--- config.mk ---
export PLATFORM = sky130hd
export DESIGN_NAME = snake_dir_ctrl
export DESIGN_NICKNAME = d
export VERILOG_FILES = /design/src/rtl/snake_pkg.sv /design/src/rtl/snake_turn_fifo.sv /design/src/rtl/snake_dir_ctrl.sv
export SDC_FILE = /design/constraint.sdc
export NUM_CORES = 1
export LEC_CHECK = 0
export ABC_CLOCK_PERIOD_IN_PS = 4050
export CAP_MARGIN = 20
export CORE_ASPECT_RATIO = 1.25
export CORE_MARGIN = 4
export CORE_UTILIZATION = 36
export CTS_CLUSTER_DIAMETER = 120
export DETAILED_ROUTE_END_ITERATION = 16
export PLACE_DENSITY = 0.54
export RECOVER_POWER = 100
export SLEW_MARGIN = 15
export SYNTH_ARGS = -nofsm -noshare
export SYNTH_HDL_FRONTEND = slang
export SYNTH_HIERARCHICAL = 1
export SYNTH_SLANG_ARGS = --single-unit
--- constraint.sdc ---
create_clock -name clk -period 4.05 [get_ports clk]
set_input_delay 0.81 -clock clk [delete_from_list [all_inputs] [get_ports clk]]
set_output_delay 0.81 -clock clk [all_outputs]
set_load 0.03 [all_outputs]
--- src/rtl/snake_pkg.sv ---
// Shared heading type and helpers for the snake direction controller and the board logic.
package snake_pkg;

    typedef enum logic [1:0] {
        UP    = 2'd0,
        RIGHT = 2'd1,
        DOWN  = 2'd2,
        LEFT  = 2'd3
    } dir_t;

    localparam int unsigned MAX_QDEPTH = 4;

    // Opposite headings differ only in bit 1.
    function automatic dir_t reverse_dir(input dir_t d);
        return dir_t'(d ^ 2'b10);
    endfunction

endpackage

--- src/rtl/snake_turn_fifo.sv ---
// Small circular FIFO of pending turns; push and pop may coincide at any fill level.
module snake_turn_fifo
    import snake_pkg::*;
#(
    parameter int unsigned QDEPTH = 2
) (
    input  logic       clk,
    input  logic       rst_n,
    input  logic       clear,
    input  logic       push,
    input  logic       pop,
    input  dir_t       din,
    output dir_t       dout,
    output dir_t       tail,
    output logic [2:0] count,
    output logic       full,
    output logic       empty
);

    localparam logic [1:0] LAST = 2'(QDEPTH - 1);

    logic [1:0] rd_ptr;
    logic [1:0] wr_ptr;
    dir_t       mem [MAX_QDEPTH];
    logic       do_push;
    logic       do_pop;

    function automatic logic [1:0] ptr_inc(input logic [1:0] p);
        return (p == LAST) ? 2'd0 : p + 2'd1;
    endfunction

    assign empty   = (count == 3'd0);
    assign full    = (count == 3'(QDEPTH));
    assign do_pop  = pop && !empty;
    // A pop in the same cycle frees the slot a full queue needs.
    assign do_push = push && (!full || do_pop);
    assign dout    = mem[rd_ptr];
    assign tail    = mem[(wr_ptr == 2'd0) ? LAST : wr_ptr - 2'd1];

    always_ff @(posedge clk or negedge rst_n) begin
        if (!rst_n) begin
            rd_ptr <= 2'd0;
            wr_ptr <= 2'd0;
            count  <= 3'd0;
            for (int i = 0; i < MAX_QDEPTH; i++) begin
                mem[i] <= UP;
            end
        end else if (clear) begin
            rd_ptr <= 2'd0;
            wr_ptr <= 2'd0;
            count  <= 3'd0;
        end else begin
            if (do_push) begin
                mem[wr_ptr] <= din;
                wr_ptr      <= ptr_inc(wr_ptr);
            end
            if (do_pop) begin
                rd_ptr <= ptr_inc(rd_ptr);
            end
            if (do_push && !do_pop) begin
                count <= count + 3'd1;
            end else if (!do_push && do_pop) begin
                count <= count - 3'd1;
            end
        end
    end

endmodule

--- src/rtl/snake_dir_ctrl.sv ---
// Snake heading controller: selects one key press, rejects repeats/reversals,
// queues accepted turns and applies one per game tick.
module snake_dir_ctrl
    import snake_pkg::*;
#(
    parameter int unsigned QDEPTH   = 2,
    parameter dir_t        INIT_DIR = RIGHT
) (
    input  logic       clk,
    input  logic       rst_n,
    input  logic       clear,
    input  logic       up_p,
    input  logic       down_p,
    input  logic       left_p,
    input  logic       right_p,
    input  logic       tick,
    output dir_t       dir,
    output logic       step,
    output logic [2:0] qcount,
    output logic       drop
);

    logic press;
    dir_t cand;
    dir_t ref_dir;
    logic accept;
    logic push;
    dir_t q_head;
    dir_t q_tail;
    logic q_full;
    logic q_empty;

    always_comb begin
        press = up_p | down_p | left_p | right_p;
        cand  = RIGHT;
        if (up_p) begin
            cand = UP;
        end else if (down_p) begin
            cand = DOWN;
        end else if (left_p) begin
            cand = LEFT;
        end
    end

    // Validate against the newest pending turn, not the heading, so chained turns work.
    assign ref_dir = q_empty ? dir : q_tail;
    assign accept  = press && (cand != ref_dir) && (cand != reverse_dir(ref_dir));
    assign push    = accept && (!q_full || tick);

    snake_turn_fifo #(
        .QDEPTH(QDEPTH)
    ) u_fifo (
        .clk  (clk),
        .rst_n(rst_n),
        .clear(clear),
        .push (push),
        .pop  (tick),
        .din  (cand),
        .dout (q_head),
        .tail (q_tail),
        .count(qcount),
        .full (q_full),
        .empty(q_empty)
    );

    always_ff @(posedge clk or negedge rst_n) begin
        if (!rst_n) begin
            dir  <= INIT_DIR;
            step <= 1'b0;
            drop <= 1'b0;
        end else if (clear) begin
            dir  <= INIT_DIR;
            step <= 1'b0;
            drop <= 1'b0;
        end else begin
            step <= tick;
            drop <= press && !push;
            if (tick && !q_empty) begin
                dir <= q_head;
            end
        end
    end

endmodule
==> results of run 1 <==
==> through the flow <==
| step | power [uW] | instances |
|---|---|---|
| after floorplan | 734 | 113 |
| after global placement | 852 | 157 |
| after detailed placement | 862 | 157 |
| after CTS | 961 | 161 |
| after global routing | 1010 | 161 |
| final | 932 | 161 |
==> power by group <==
group          internal [uW]  leakage, uW  switching, uW
clock network           36.7    0.0000177           61.4
registers                241     0.000251           72.0
logic                    229     0.000312            292
total                    507     0.000580            425
==> final cells by class <==
cell class,instances,area share (%)
multi-input combinational,80,45.9
sequential,19,35.7
timing repair buffer,15,11.0
tap,36,3.37
inverter,7,1.97
clock buffer,3,1.69
clock inverter,1,0.375
==> cells in the final DEF (no fill, tap or decap), types with 2 or more instances in the layout <==
cell type        instances
xnor2_1                  3
o311a_1                  3
dlygate4sd3_1            9
mux2_1                   4
or4_1                    2
nand2_1                  2
xor2_1                   2
nor2_1                  14
nor3_1                   4
o21ai_0                  7
mux4_2                   2
dfrtp_1                 18
o2111ai_1                2
nor2b_1                  3
nand3_1                  5
mux2i_1                  4
clkdlybuf4s50_1          5
a21oi_1                  3
clkbuf_4                 3
nand2b_1                 3
inv_1                    6
mux2_2                   4
==> per-layer routing <==
| layer | vias up | wire, um |
|---|---|---|
| met4 | 0 | 34 |
| met1 | 436 | 1130 |
| met2 | 20 | 1320 |
| met5 | - | 0 |
| li1 | 426 | - |
| met3 | 2 | 86 |
==> critical path, stage by stage, from the launching register on <==
cell and delay [ns]:
dfrtp_1 0.56, nor3_1 0.54, mux2i_2 0.33, and3b_1 0.20, o21a_1 0.40, nand2_1 0.10, nor2_1 0.13, fa_1 0.27
nor3_1 0.06, o21ai_0 0.10, o2111ai_1 0.13, and3_1 0.20
==> state kept, by name (all words and copies together) (netlist names) <==
register	count
u_fifo/rd_ptr	2
u_fifo/wr_ptr	2
u_fifo/mem	8
dir	2
step	1
u_fifo/count	3
drop	1
==> worst min path at each step <==
stage                          endpoint  slack (ns)  cells after the start
final                     u_fifo/mem[7]        0.51                      1
after global routing      u_fifo/mem[7]        0.53                      1
after CTS                 u_fifo/mem[7]        0.51                      1
after detailed placement  u_fifo/mem[7]        0.49                      1
after global placement    u_fifo/mem[5]        0.47                      1
after floorplan           u_fifo/mem[5]        0.46                      1
==> flow_metrics.py, run 1 <==
metrics = {
    "status": {
        "status": "complete, no violations",
    },
    "routing": {
        "num_vias": 884,
        "drc_errors": 0,
        "wirelength_um": 2570,
        "route.detailed.wl_per_inst_um": 16.0,
        "initialDrtViolationCount": 32,
        "first_pass_iters": 4,
        "detail-route-antenna-nets": 0,
        "via_per_inst": 5.49,
    },
    "final_layout": {
        "multi_input_area_sq_um": 613,
        "fillCellCount": 307,
        "final_util_pct": 44.1,
        "layout.nets": 135,
        "num_antenna_cells": 0,
        "area_growth_pct": 13.5,
        "layout-drive-gt1-share_pct": 12.8,
        "seqCellArea_sq_um": 477,
        "design_area_sq_um": 1340,
    },
    "floorplan": {
        "dieArea_sq_um": 4260,
        "core_area_sq_um": 3030,
        "io_pins": 15,
        "start_util_pct": 38.9,
        "fp-row-count": 22,
        "die_w_um": 59.2,
        "die_h_um": 71.9,
    },
    "timing": {
        "rsz0062_at_grt": "no",
        "max-slew-margin-rel_pct": 41.1,
        "fin_crit_sh_pct": 76.9,
        "min_period_ns": 3.11,
        "holdWs_ns": 0.507,
        "finalHoldViolations": 0,
        "setup_slack_ns": 0.936,
        "skew_ns": 0.00678,
        "slew_viol_final": 0,
        "tightest_slew_ns": 0.880,
        "max_freq_mhz": 321,
        "setup_violations": 0,
        "tns_ns": 0,
    },
    "setup_path": {
        "worstSetupStartpoint": "u_fifo/count[2]",
        "r2r_slack_ns": 0.94,
        "cp-end-kind": "flop",
        "crit_arrival_ns": 3.32,
        "timing.rr.start": "u_fifo/count[2]",
        "worstSetupEndpoint": "u_fifo/count[2]",
        "crit_fanout": 13,
        "critPathLaunchType": "flop",
        "critPathKind": "reg -> reg",
        "rr_worst_depth": 11,
        "r2r-end": "u_fifo/count[2]",
        "required_ns": 4.25,
    },
    "global_routing": {
        "gr-usage-all-layers_pct": 13.4,
        "grt_pass1_wl_um": 4280,
        "overflow": 0,
        "use_met3_pct": 1.78,
        "grt_pass1_vias": 858,
        "grt_use_met1_pct": 17.4,
        "grt_max_degree": 20,
        "antenna_found_initial": 0,
        "grt_use_met2_pct": 22.0,
        "gr-max-usage-layer": "met2",
    },
    "clock_tree": {
        "cts_post_setup_buffers_inserted": 0,
        "numCtsBuffers": 3,
        "clock-root-buffer": "clkbuf_4",
        "clk_pin_slew_ns": 0.12,
        "clock_latency_ns": 0.30,
        "clockBufferDepth": 2,
        "tritoncts": "built",
        "htree_levels": 1,
        "cts_hold_buf": 0,
        "cts_sinks": 19,
        "postCtsResizedCells": 0,
    },
    "placed_design": {
        "post-place-ws_ns": 0.856,
        "dpl_cell_area_sq_um": 1330,
        "portBuffers": 14,
        "dp_hpwl_um": 1890,
        "gp_congestion": 0.790,
    },
    "synth": {
        "syn_avg_cell_area_sq_um": 10.4,
        "syn_inst": 113,
        "syn-num-nets": 122,
        "ys_warn_count": 6,
        "netlist_area_sq_um": 1180,
    },
    "run": {
        "cap_viol_max_count": 0,
    },
    "min_path": {
        "hold_start": "u_fifo/mem[7]",
        "min-delay-path-class": "reg -> reg",
    },
    "pwr": {
        "leakage_uw": 0.000580,
        "max-vdd-ir-drop_uv": 318,
        "power_density_nw_per_um2": 698,
    },
}
(Power assumes the default switching activity.)
==> run 2, diff against run 1 <==
- ABC_CLOCK_PERIOD_IN_PS: 4050 -> 3200
- clock period: 4.05 -> 3.2 ns (I/O delays scaled with it)
==> flow_metrics.py, run 2 (same netlist as run 1, synthesis figures left out) <==
metrics = {
    "clock_tree": {
        "cts_hold_buf": 0,
        "cts_post_setup_buffers_inserted": 0,
        "clock-root-buffer": "clkbuf_4",
        "htree_levels": 1,
        "numCtsBuffers": 3,
        "cts_sinks": 19,
        "postCtsResizedCells": 0,
        "clk_pin_slew_ns": 0.11,
        "tritoncts": "built",
        "clockBufferDepth": 2,
        "clock_latency_ns": 0.30,
    },
    "timing": {
        "finalHoldViolations": 0,
        "setup_violations": 0,
        "rsz0062_at_grt": "no",
        "tns_ns": 0,
        "max-slew-margin-rel_pct": 40.8,
        "slew_viol_final": 0,
        "tightest_slew_ns": 0.885,
        "min_period_ns": 2.70,
        "fin_crit_sh_pct": 84.3,
        "skew_ns": 0.000573,
        "max_freq_mhz": 371,
    },
    "setup_path": {
        "path_buf_inv": 0,
        "critPathLaunchType": "flop",
        "crit_arrival_ns": 2.95,
        "required_ns": 3.45,
        "cpMaxStageDelayCell": "dfrtp_1",
        "cp-end-kind": "flop",
        "critPathTopFamily": "simple AND/OR/NAND/NOR gates",
        "path_cells": "nor3_1 -> mux2i_1 -> nor2_1 -> o21a_1 -> nand2_1 -> nor2_1 -> fa_1 -> nor3_1 -> o21ai_0 -> o2111ai_1 -> and3_1",
        "max_stage_delay_ns": 0.50,
        "critPathKind": "reg -> reg",
        "crit_fanout": 8,
    },
    "floorplan": {
        "die_h_um": 71.9,
        "die_w_um": 59.2,
        "dieArea_sq_um": 4260,
        "start_util_pct": 38.9,
        "io_pins": 15,
        "fp-row-count": 22,
        "core_area_sq_um": 3030,
    },
    "pwr": {
        "leakage_uw": 0.000600,
        "clock_power_share_pct": 10.2,
        "power_uw": 1210,
        "power_switching_uw": 537,
        "power_density_nw_per_um2": 886,
        "p_sw_share_pct": 44.4,
        "max-vdd-ir-drop_uv": 413,
        "combPwrFrac_pct": 60.3,
        "power.internal_uw": 674,
        "seq_power_share_pct": 29.6,
    },
    "final_layout": {
        "final_cell_mix": "18 x dfrtp_1, 14 x nor2_1, 9 x dlygate4sd3_1, 7 x o21ai_0, 6 x inv_1",
        "largest_register_ffs": 8,
        "area_growth_pct": 16.2,
        "num_antenna_cells": 0,
        "final_common_cell": "dfrtp_1",
        "layout.nets": 139,
        "layout-drive-gt1-share_pct": 15.5,
        "top_regs": "u_fifo/mem (8), u_fifo/count (3)",
        "largest_register": "u_fifo/mem",
    },
    "run": {
        "cap_viol_max_count": 0,
    },
    "global_routing": {
        "gr-usage-all-layers_pct": 14.1,
        "grt_pass1_wl_um": 4610,
        "antenna_found_initial": 0,
        "overflow": 0,
        "grt_max_degree": 20,
        "grt_pass1_vias": 954,
    },
    "placed_design": {
        "portBuffers": 14,
        "gp_congestion": 0.771,
        "dp_hpwl_um": 1940,
    },
    "routing": {
        "first_pass_iters": 4,
        "initialDrtViolationCount": 25,
        "detail-route-antenna-nets": 0,
        "route.detailed.wl_per_inst_um": 15.6,
        "wirelength_um": 2570,
        "via_per_inst": 5.56,
        "num_vias": 918,
        "drc_errors": 0,
    },
    "min_path": {
        "min-delay-path-class": "reg -> reg",
    },
    "status": {
        "status": "complete, no violations",
    },
}
## run 2: changes by cell type in the layout (fill, tap and decap cells not counted), sizes merged
| cell | change |
|---|---|
| buf | +3 |
| clkbuf | +1 |
## run 2: worst paths after layout
check,start,end,slack [ns],depth (start not counted)
worst min register to register,u_fifo/mem[7],u_fifo/mem[7],0.50,1
max in group asynchronous,rst_n,u_fifo/count[2],1.77,1
worst min-delay path,u_fifo/mem[7],u_fifo/mem[7],0.50,1
worst max register to register,u_fifo/count[1],u_fifo/count[2],0.50,11
min in group asynchronous,rst_n,u_fifo/mem[2],0.89,1
worst max-delay path,u_fifo/count[1],u_fifo/count[2],0.50,11
## run 2: metal layers
| metal | track usage, % | share of wire [%] |
|---|---|---|
| met1 | 17.0 | 42 |
| met2 | 24.3 | 52 |
| met3 | 1.60 | 3.9 |
| met4 | 6.80 | 2.4 |
| met5 | 0 | 0 |
## run 2: final cells by class
cell class,count,area (sq um)
Clock buffer,3,22.5
Sequential cell,19,477
Tap cell,36,45.0
Multi-Input combinational cell,80,618
Fill cell,303,1660
Inverter,7,26.3
Clock inverter,1,5.00
Timing Repair Buffer,19,174
## run 2: power by group through the flow
stage,clock [uW],combinational (uW),sequential (uW)
final,123,730,358
after CTS,130,764,360
after detailed placement,0,763,366
after global routing,137,823,367
after global placement,0,749,362
after floorplan,0,520,409
## run 2: stage by stage
stage                     hold WS, ns  setup WS (ns)  utilization, %  std cells  instance area, sq um
after floorplan                 0.344          0.293               -        113                  1180
after global placement          0.475          0.443            44.8        161                  1360
after detailed placement        0.485          0.407            44.8        161                  1360
after CTS                       0.512          0.517            45.7        165                  1380
after global routing            0.540         0.0890            45.2        165                  1370
final                           0.504          0.501            45.2        165                  1370
==> run 3, diff against run 2 <==
- ABC_CLOCK_PERIOD_IN_PS: 3200 -> 2400
- PLACE_DENSITY: 0.54 -> 0.56
- clock period: 3.2 -> 2.4 ns (I/O delays scaled with it)
==> flow_metrics.py, run 3 (same netlist as run 1, synthesis figures left out) <==
metrics = {
    "timing": {
        "tightest_slew_ns": 1.06,
        "skew_ns": 0.00691,
        "tns_ns": 0,
        "max-slew-margin-rel_pct": 29.5,
        "rsz0062_at_grt": "no",
        "finalHoldViolations": 0,
        "max_freq_mhz": 426,
        "slew_viol_final": 0,
        "setup_violations": 0,
        "min_period_ns": 2.35,
        "fin_crit_sh_pct": 97.9,
        "holdWs_ns": 0.520,
    },
    "pwr": {
        "power_density_nw_per_um2": 1190,
        "p_sw_share_pct": 44.0,
        "power.internal_uw": 987,
        "leakage_uw": 0.000649,
        "clock_power_share_pct": 9.7,
        "combPwrFrac_pct": 63.1,
        "max-vdd-ir-drop_uv": 741,
        "power_switching_uw": 776,
        "seq_power_share_pct": 27.1,
    },
    "clock_tree": {
        "htree_levels": 1,
        "clk_pin_slew_ns": 0.12,
        "tritoncts": "built",
        "clock-root-buffer": "clkbuf_4",
        "clockBufferDepth": 2,
        "cts_sinks": 19,
        "clock_latency_ns": 0.30,
        "numCtsBuffers": 3,
        "cts_hold_buf": 0,
    },
    "routing": {
        "wirelength_um": 2730,
        "detail-route-antenna-nets": 0,
        "drc_errors": 0,
        "initialDrtViolationCount": 40,
        "first_pass_iters": 4,
        "num_vias": 959,
        "via_per_inst": 5.45,
        "route.detailed.wl_per_inst_um": 15.5,
    },
    "floorplan": {
        "core_area_sq_um": 3030,
        "io_pins": 15,
        "die_w_um": 59.2,
        "start_util_pct": 38.9,
        "dieArea_sq_um": 4260,
        "fp-row-count": 22,
        "die_h_um": 71.9,
    },
    "run": {
        "cap_viol_max_count": 0,
    },
    "global_routing": {
        "grt_pass1_wl_um": 4550,
        "grt_pass1_vias": 973,
        "antenna_found_initial": 0,
        "gr-usage-all-layers_pct": 14.0,
        "overflow": 0,
        "grt_max_degree": 20,
    },
    "placed_design": {
        "gp_congestion": 0.764,
        "portBuffers": 14,
        "dp_hpwl_um": 2080,
    },
    "setup_path": {
        "critPathKind": "reg -> reg",
        "required_ns": 2.59,
        "worstSetupEndpoint": "u_fifo/count[1]",
        "rr_worst_depth": 9,
        "r2r_slack_ns": 0.05,
        "crit_fanout": 3,
        "crit_arrival_ns": 2.54,
        "critPathLaunchType": "flop",
        "worstSetupStartpoint": "u_fifo/count[2]",
        "cp-end-kind": "flop",
        "timing.rr.start": "u_fifo/count[2]",
        "r2r-end": "u_fifo/count[1]",
    },
    "final_layout": {
        "layout.nets": 150,
        "area_growth_pct": 25.6,
        "layout-drive-gt1-share_pct": 27.1,
        "final_cell_mix": "15 x dfrtp_1, 13 x nor2_1, 13 x buf_4, 9 x dlygate4sd3_1, 7 x o21ai_0",
        "final_common_cell": "dfrtp_1",
        "num_antenna_cells": 0,
        "largest_register_ffs": 8,
        "largest_register": "u_fifo/mem",
        "top_regs": "u_fifo/mem (8), u_fifo/count (3)",
    },
    "min_path": {
        "min-delay-path-class": "reg -> reg",
    },
    "status": {
        "status": "complete, no violations",
    },
}
-- run 3: how the worst min path moves through the flow --
| stage | start | end | depth (start not counted) |
|---|---|---|---|
| final | u_fifo/mem[5] | u_fifo/mem[5] | 1 |
| after global routing | u_fifo/mem[1] | u_fifo/mem[1] | 1 |
| after CTS | rst_n | u_fifo/mem[3] | 2 |
| after detailed placement | u_fifo/mem[5] | u_fifo/mem[5] | 1 |
| after global placement | u_fifo/mem[5] | u_fifo/mem[5] | 1 |
| after floorplan | rst_n | dir[1] | 0 |
-- run 3: final cells by class --
| class | instances | area, sq um |
|---|---|---|
| Clock buffer | 3 | 22.5 |
| Inverter | 7 | 26.3 |
| Clock inverter | 1 | 7.51 |
| Timing Repair Buffer | 30 | 250 |
| Multi-Input combinational cell | 80 | 647 |
| Fill cell | 306 | 1550 |
| Tap cell | 36 | 45.0 |
| Sequential cell | 19 | 480 |
-- run 3: metal layers --
metal | global-route usage (%) | vias up | wire length, um
met1 | 17.2 | 470 | 1170
li1 | - | 457 | -
met4 | 6.30 | 0 | 48
met3 | 3.38 | 6 | 111
met5 | 0 | - | 0
met2 | 23.1 | 26 | 1400
-- run 3: timing repair --
item,CTS,global route
endpoints found under the setup margin,0,6
setup buffers,0,2
resized for setup,0,3
-- run 3: metrics by stage --
stage | worst slack, ns | cells | instance area (sq um) | total power (uW) | utilization, %
floorplan | -0.138 | 113 | 1210 | 1300 | -
global placement | -0.169 | 170 | 1440 | 1550 | 47.5
detailed placement | -0.212 | 170 | 1440 | 1590 | 47.5
CTS | 0.0259 | 174 | 1470 | 1770 | 48.5
global route | 0.00467 | 176 | 1480 | 1900 | 48.8
finish | 0.0508 | 176 | 1480 | 1760 | 48.8
-- run 3: power by group through the flow --
stage          sequential (uW)  clock, uW  combinational, uW
3_5_place_dp               486          0               1110
5_1_grt                    490        197               1210
3_3_place_gp               482          0               1070
4_1_cts                    479        176               1110
2_1_floorplan              559          0                743
6_report                   478        172               1110
-- run 3: critical path: stages, from the launching register on --
cell and delay (ns):
dfrtp_2 0.44, nor3_4 0.23, mux2i_2 0.27, nor2_1 0.06, o21a_1 0.19, nand2_1 0.08, nor2_2 0.04, fa_2 0.53
mux2i_1 0.08, o311a_1 0.31
